File: config.mk
export PLATFORM = sky130hd
export DESIGN_NAME = mini_vga_rx
export DESIGN_NICKNAME = d
export VERILOG_FILES = /design/src/rtl/mini_vga_rx.sv
export SDC_FILE = /design/constraint.sdc
export NUM_CORES = 1
export LEC_CHECK = 0
export CAP_MARGIN = 20
export CORE_MARGIN = 2
export CORE_UTILIZATION = 55
export DETAILED_ROUTE_END_ITERATION = 12
export GPL_ROUTABILITY_DRIVEN = 0
export PLACE_DENSITY = 0.78
export SLEW_MARGIN = 20
export SYNTH_ARGS = -nofsm -noshare
export SYNTH_HDL_FRONTEND = slang
export SYNTH_SLANG_ARGS = --single-unit
File: constraint.sdc
create_clock -name clk -period 3.03 [get_ports clk]
set_input_delay 0.909 -clock clk [delete_from_list [all_inputs] [get_ports clk]]
set_output_delay 0.909 -clock clk [all_outputs]
set_load 0.02 [all_outputs]
File: src/rtl/mini_vga_rx.sv
// VGA-style stream receiver: frame/line recovery, active-area measurement, lock, decimated capture.
// Optional MINI_VGA_RX_DECIMATE_V_EN: vertical decimation by the same factor as scale_h.
module mini_vga_rx #(
  parameter int LINE_BITS = 10,
  parameter int BPP       = 3,
  parameter int ADDR_BITS = 17
) (
  input  logic                 clk,
  input  logic                 reset,
  input  logic [LINE_BITS-1:0] scale_h,
  input  logic                 vga_hs,
  input  logic                 vga_vs,
  input  logic                 vga_de,
  input  logic [BPP-1:0]       vga_color,
  output logic                 locked,
  output logic                 frame_start,
  output logic                 wr_en,
  output logic [ADDR_BITS-1:0] wr_addr,
  output logic [BPP-1:0]       wr_data,
  output logic [LINE_BITS-1:0] active_width,
  output logic [LINE_BITS-1:0] active_height,
  output logic                 sync_error
);

  typedef enum logic [1:0] {SEARCH, MEASURE, LOCKED} state_e;

  localparam logic [LINE_BITS-1:0] ONE_L = {{(LINE_BITS-1){1'b0}}, 1'b1};
  localparam logic [ADDR_BITS-1:0] ONE_A = {{(ADDR_BITS-1){1'b0}}, 1'b1};

  // Lines are delimited by de alone; hsync carries no extra information here.
  logic hs_unused;
  assign hs_unused = vga_hs;

  logic                 vs_q, vs_p_q, de_q, de_p_q;
  logic [BPP-1:0]       color_q;
  state_e               state_q, state_d;
  logic [LINE_BITS-1:0] w_cnt_q, w_cnt_d, h_cnt_q, h_cnt_d;
  logic [LINE_BITS-1:0] cand_w_q, cand_w_d;
  logic                 cand_v_q, cand_v_d, mm_q, mm_d;
  logic [LINE_BITS-1:0] dec_cnt_q, dec_cnt_d, dec_rld_q, dec_rld_d;
  logic [ADDR_BITS-1:0] addr_ptr_q, addr_ptr_d;
  logic                 locked_q, locked_d, fs_q, fs_d, se_q, se_d;
  logic                 wr_en_q, wr_en_d;
  logic [ADDR_BITS-1:0] wr_addr_q, wr_addr_d;
  logic [BPP-1:0]       wr_data_q, wr_data_d;
  logic [LINE_BITS-1:0] aw_q, aw_d, ah_q, ah_d;
`ifdef MINI_VGA_RX_DECIMATE_V_EN
  logic [LINE_BITS-1:0] vcnt_q, vcnt_d, vcnt_base;
  logic                 line_wr_q, line_wr_d;
`endif

  logic                 frame_edge, line_start, line_end;
  logic [LINE_BITS-1:0] h_eff, cand_eff, smax_m1;
  logic                 mm_eff, cand_v_eff, wr_go, line_ok, capture;
  logic [ADDR_BITS-1:0] addr_base;

  assign frame_edge = vs_p_q & ~vs_q;
  assign line_start = de_q & ~de_p_q;
  assign line_end   = de_p_q & ~de_q;
  assign smax_m1    = (scale_h == '0) ? '0 : scale_h - ONE_L;

  // Measurement and lock; a line end in the frame-edge cycle is folded in first.
  always_comb begin
    w_cnt_d = w_cnt_q;
    if (line_start)                 w_cnt_d = ONE_L;
    else if (de_q && w_cnt_q != '1) w_cnt_d = w_cnt_q + ONE_L;

    h_eff      = h_cnt_q;
    mm_eff     = mm_q;
    cand_eff   = cand_w_q;
    cand_v_eff = cand_v_q;
    if (line_end) begin
      if (h_cnt_q != '1) h_eff = h_cnt_q + ONE_L;
      if (state_q == MEASURE) begin
        if (!cand_v_q) begin
          cand_eff   = w_cnt_q;
          cand_v_eff = 1'b1;
        end else if (w_cnt_q != cand_w_q) begin
          mm_eff = 1'b1;
        end
      end else if (w_cnt_q != aw_q) begin
        mm_eff = 1'b1;
      end
    end

    state_d  = state_q;
    h_cnt_d  = h_eff;
    mm_d     = mm_eff;
    cand_w_d = cand_eff;
    cand_v_d = cand_v_eff;
    locked_d = locked_q;
    fs_d     = 1'b0;
    se_d     = 1'b0;
    aw_d     = aw_q;
    ah_d     = ah_q;

    case (state_q)
      SEARCH: begin
        h_cnt_d  = '0;
        mm_d     = 1'b0;
        cand_v_d = 1'b0;
        if (frame_edge) state_d = MEASURE;
      end
      MEASURE: if (frame_edge) begin
        h_cnt_d  = '0;
        mm_d     = 1'b0;
        cand_v_d = 1'b0;
        if (h_eff != '0 && !mm_eff) begin
          state_d  = LOCKED;
          locked_d = 1'b1;
          aw_d     = cand_eff;
          ah_d     = h_eff;
        end
      end
      LOCKED: if (frame_edge) begin
        h_cnt_d  = '0;
        mm_d     = 1'b0;
        cand_v_d = 1'b0;
        if (mm_eff || h_eff != ah_q) begin
          se_d     = 1'b1;
          locked_d = 1'b0;
          state_d  = MEASURE;
        end else begin
          fs_d = 1'b1;
        end
      end
      default: state_d = SEARCH;
    endcase
  end

  // Capture: first pixel of each line always taken, then every max(scale_h,1)-th.
  always_comb begin
    wr_go     = 1'b0;
    dec_cnt_d = dec_cnt_q;
    dec_rld_d = dec_rld_q;
    if (line_start) begin
      wr_go     = 1'b1;
      dec_cnt_d = smax_m1;
      dec_rld_d = smax_m1;
    end else if (de_q) begin
      if (dec_cnt_q == '0) begin
        wr_go     = 1'b1;
        dec_cnt_d = dec_rld_q;
      end else begin
        dec_cnt_d = dec_cnt_q - ONE_L;
      end
    end

`ifdef MINI_VGA_RX_DECIMATE_V_EN
    vcnt_base = frame_edge ? '0 : vcnt_q;
    vcnt_d    = vcnt_base;
    line_wr_d = line_wr_q;
    if (line_start) begin
      line_wr_d = (vcnt_base == '0);
      vcnt_d    = (vcnt_base == '0) ? smax_m1 : vcnt_base - ONE_L;
    end
    line_ok = line_start ? (vcnt_base == '0) : line_wr_q;
`else
    line_ok = 1'b1;
`endif

    capture    = (state_q == LOCKED) && wr_go && line_ok;
    addr_base  = frame_edge ? '0 : addr_ptr_q;
    addr_ptr_d = capture ? addr_base + ONE_A : addr_base;
    wr_en_d    = capture;
    wr_addr_d  = capture ? addr_base : (frame_edge ? '0 : wr_addr_q);
    wr_data_d  = capture ? color_q : wr_data_q;
  end

  always_ff @(posedge clk) begin
    if (reset) begin
      vs_q       <= 1'b0;
      vs_p_q     <= 1'b0;
      de_q       <= 1'b0;
      de_p_q     <= 1'b0;
      color_q    <= '0;
      state_q    <= SEARCH;
      w_cnt_q    <= '0;
      h_cnt_q    <= '0;
      cand_w_q   <= '0;
      cand_v_q   <= 1'b0;
      mm_q       <= 1'b0;
      dec_cnt_q  <= '0;
      dec_rld_q  <= '0;
      addr_ptr_q <= '0;
      locked_q   <= 1'b0;
      fs_q       <= 1'b0;
      se_q       <= 1'b0;
      wr_en_q    <= 1'b0;
      wr_addr_q  <= '0;
      wr_data_q  <= '0;
      aw_q       <= '0;
      ah_q       <= '0;
`ifdef MINI_VGA_RX_DECIMATE_V_EN
      vcnt_q     <= '0;
      line_wr_q  <= 1'b0;
`endif
    end else begin
      vs_q       <= vga_vs;
      vs_p_q     <= vs_q;
      de_q       <= vga_de;
      de_p_q     <= de_q;
      color_q    <= vga_color;
      state_q    <= state_d;
      w_cnt_q    <= w_cnt_d;
      h_cnt_q    <= h_cnt_d;
      cand_w_q   <= cand_w_d;
      cand_v_q   <= cand_v_d;
      mm_q       <= mm_d;
      dec_cnt_q  <= dec_cnt_d;
      dec_rld_q  <= dec_rld_d;
      addr_ptr_q <= addr_ptr_d;
      locked_q   <= locked_d;
      fs_q       <= fs_d;
      se_q       <= se_d;
      wr_en_q    <= wr_en_d;
      wr_addr_q  <= wr_addr_d;
      wr_data_q  <= wr_data_d;
      aw_q       <= aw_d;
      ah_q       <= ah_d;
`ifdef MINI_VGA_RX_DECIMATE_V_EN
      vcnt_q     <= vcnt_d;
      line_wr_q  <= line_wr_d;
`endif
    end
  end

  assign locked        = locked_q;
  assign frame_start   = fs_q;
  assign sync_error    = se_q;
  assign wr_en         = wr_en_q;
  assign wr_addr       = wr_addr_q;
  assign wr_data       = wr_data_q;
  assign active_width  = aw_q;
  assign active_height = ah_q;

endmodule

==> impl_metrics.py <==
metrics = {
    "finish": {
        "final_area_um2": 7190,
        "mostFrequentLayoutCells": "dfxtp_1, nor2_1, nand2_1, clkdlybuf4s50_1, a21oi_1",
        "drive_gt1_share_pct": 9.18,
        "num_antenna_cells": 0,
        "layoutNonFillerInstCount": 909,
        "final_common_cell": "dfxtp_1",
        "syn2layout_area_growth_pct": 24.7,
        "post-route-util_pct": 70.3,
        "final_net_count": 788,
    },
    "drt": {
        "drc": 0,
        "drt_first_pass_iters": 5,
        "wirelength_um": 13100,
        "vias": 5036,
        "viasPerCell": 5.54,
        "drt_iter0_drc": 237,
        "wl_per_cell_um": 14.4,
        "antenna_left": 0,
    },
    "die": {
        "placeableCoreArea_um2": 10200,
        "dieArea_um2": 11300,
        "fp.dieW_um": 106,
        "start_util_pct": 56.4,
        "num_rows": 37,
        "ios": 62,
        "dieHeight_um": 106,
    },
    "timing": {
        "clock-skew-final_ns": 0.00799,
        "holdWs_ns": 0.437,
        "slew_viol_final": 0,
        "worst_pin_slew_ns": 0.574,
        "fin_crit_ns": 2.86,
        "hold_viol": 0,
        "rsz0062_at_grt": "false",
        "setup_violations": 0,
        "fin_tns_setup_ns": 0,
        "period_share_pct": 94.5,
        "fmax_ghz": 0.349,
        "setup_slack_ns": 0.166,
        "maxSlewHeadroom_pct": 61.7,
    },
    "clock_network": {
        "cts_root_buffer": "clkbuf_8",
        "cts_tree": "done",
        "clk_latency_ns": 0.52,
        "path_clk_slew_ns": 0.06,
        "cts_buffers": 17,
        "clock_sinks": 122,
        "cts-hold-fix-buffers": 0,
        "htreeDepth": 4,
        "cts.path.max_buffers": 2,
    },
    "yosys": {
        "syn-cell-area_um2": 5770,
        "synth_edf_count": 0,
        "synthArstFlopShare_pct": 0,
        "synth_flop_cell": "dfxtp_1",
        "postSynthCellCount": 700,
        "avgSynthCellArea_um2": 8.24,
        "synth_seq_cells": 122,
        "syn_nets": 728,
        "yosys_warnings": 0,
        "synth.distinct_cells": 56,
        "yosysSeqAreaShare_pct": 42.4,
    },
    "placed_design": {
        "placed_cells": 875,
        "post-place-ws_ns": 0.0903,
        "hpwlAfterDp_um": 8710,
        "port_buffers": 60,
        "placed_cell_area_um2": 6540,
    },
    "grt": {
        "grt_pass1_wl_um": 21900,
        "grt_pass1_vias": 4793,
        "overflow": 0,
        "grt_util_all_layers_pct": 23.9,
        "grt_max_degree": 36,
        "antenna_found_initial": 0,
    },
    "power": {
        "swShare_pct": 24.0,
        "internal-power_mw": 3.14,
        "clkPwrFrac_pct": 50.3,
        "seq_power_share_pct": 40.3,
        "pwr_density_cell_nw_per_um2": 575,
        "max-vdd-ir-drop_uv": 552,
        "p_sw_uw": 991,
        "p_leak_nw": 2.66,
        "finalPower_mw": 4.14,
        "power_frac_comb_pct": 9.4,
    },
    "setup_path": {
        "critical_path.top_delay_family": "simple AND/OR/NAND/NOR gates",
        "required_ns": 3.43,
        "start_kind": "flop",
        "slowest_stage": "or4b_1",
        "crit_arrival_ns": 3.26,
        "crit_path_end": "addr_ptr_q[14]",
        "r2r_setup_slack_ns": 0.17,
        "reg2reg_depth": 11,
        "crit_buf_inv": 2,
        "crit_path_start": "dec_cnt_q[0]",
        "crit_path_end_kind": "flop",
        "path_cells": "inv_1 > ha_1 > or4b_1 > or4_4 > a21o_4 > clkinv_4 > and3_4 > nor3b_4 > nand3_1 > xor2_1 > nor2_1",
        "critPathKind": "flop to flop",
        "critPathMaxFanout": 12,
        "worstReg2RegEnd": "addr_ptr_q[14]",
        "crit_cells": 11,
        "timing.rr.start": "dec_cnt_q[0]",
        "slowest_delay_ns": 0.48,
    },
    "worst_hold_path": {
        "whs_path_depth": 2,
        "hp-class": "flop to flop",
    },
    "flow_run": {
        "max_cap_violations": 0,
    },
    "outcome": {
        "status": "complete, no violations",
    },
}
[what timing repair did]
action | CTS | global route
endpoints found under the setup margin | 0 | 5
resized for setup | 0 | 5
setup buffers | 0 | 1
[power groups by stage]
stage	sequential, mW	clock [mW]	combinational (mW)
finish	1.67	2.08	0.387
global route	1.67	2.19	0.430
CTS	1.67	2.10	0.375
detailed placement	1.70	0	0.371
global placement	1.70	0	0.358
floorplan	1.69	0	0.262
[kinds of logic after synthesis]
family	Yosys count	synth area share [%]
simple gates	309	25.4
compound gates	122	13.0
flops	122	42.4
xor+xnor	63	9.57
buf+inv	52	3.60
mux	22	3.84
fa+ha+maj	10	2.17
[how the worst min path moves through the flow]
stage	end	slack [ns]	startpoint
2_1_floorplan	wr_data[0]	0.42	color_q[0]
3_3_place_gp	wr_data[0]	0.42	color_q[0]
3_5_place_dp	wr_data[2]	0.43	color_q[2]
4_1_cts	wr_data[0]	0.44	color_q[0]
5_1_grt	wr_data[0]	0.46	color_q[0]
6_report	wr_data[1]	0.44	color_q[1]
[final cells by class]
cell class                      instances  area, um2
Multi-Input combinational cell        527       3150
Clock buffer                           18        418
Inverter                               10       42.5
Timing Repair Buffer                   82        773
Fill cell                             778       3040
Clock inverter                         14        196
Tap cell                              136        170
Sequential cell                       122       2440
[cell usage after synthesis (4+ instances only)]
master,number,area share (%)
nand2b_1,8,0.87
inv_1,9,0.59
nor4_1,7,0.76
o21ai_0,16,1.4
dfxtp_1,122,42
mux2i_1,21,3.6
nor3_1,16,1.4
and3_1,6,0.65
nand4_1,12,1.3
and2_1,5,0.54
nor2_1,115,7.5
clkbuf_1,34,2.2
buf_2,5,0.43
a31oi_1,4,0.43
ha_1,10,2.2
nand2_1,81,5.3
o31ai_1,4,0.52
nor2b_1,12,1.3
a211oi_1,21,2.7
nand3_1,18,1.6
o21a_1,4,0.52
xnor2_1,31,4.7
or3_1,10,1.1
a21oi_1,56,4.9
xor2_1,32,4.9
[worst min-delay path: cells and delay by family, from the launching register on]
kind             cells  cell delay, ns
AO/OA/AOI/OAI        1            0.05
flip-flops           1            0.29
AND/OR/NAND/NOR      1            0.05
[flip-flops by register name (all words and copies together) (netlist names), 2 cells and up]
name and cells:
state_q 2, wr_addr 17, active_height 10, color_q 3
cand_w_q 10, dec_cnt_q 10, addr_ptr_q 17, wr_data 3
active_width 10, h_cnt_q 10, dec_rld_q 10, w_cnt_q 10
[metal layers]
| metal | track usage [%] | routed length (um) |
|---|---|---|
| met3 | 6.13 | 616 |
| met4 | 7.61 | 161 |
| met2 | 40.4 | 6440 |
| met1 | 29.9 | 5860 |
| met5 | 0 | 0 |
No activity file was read; power rests on OpenSTA's default activity.
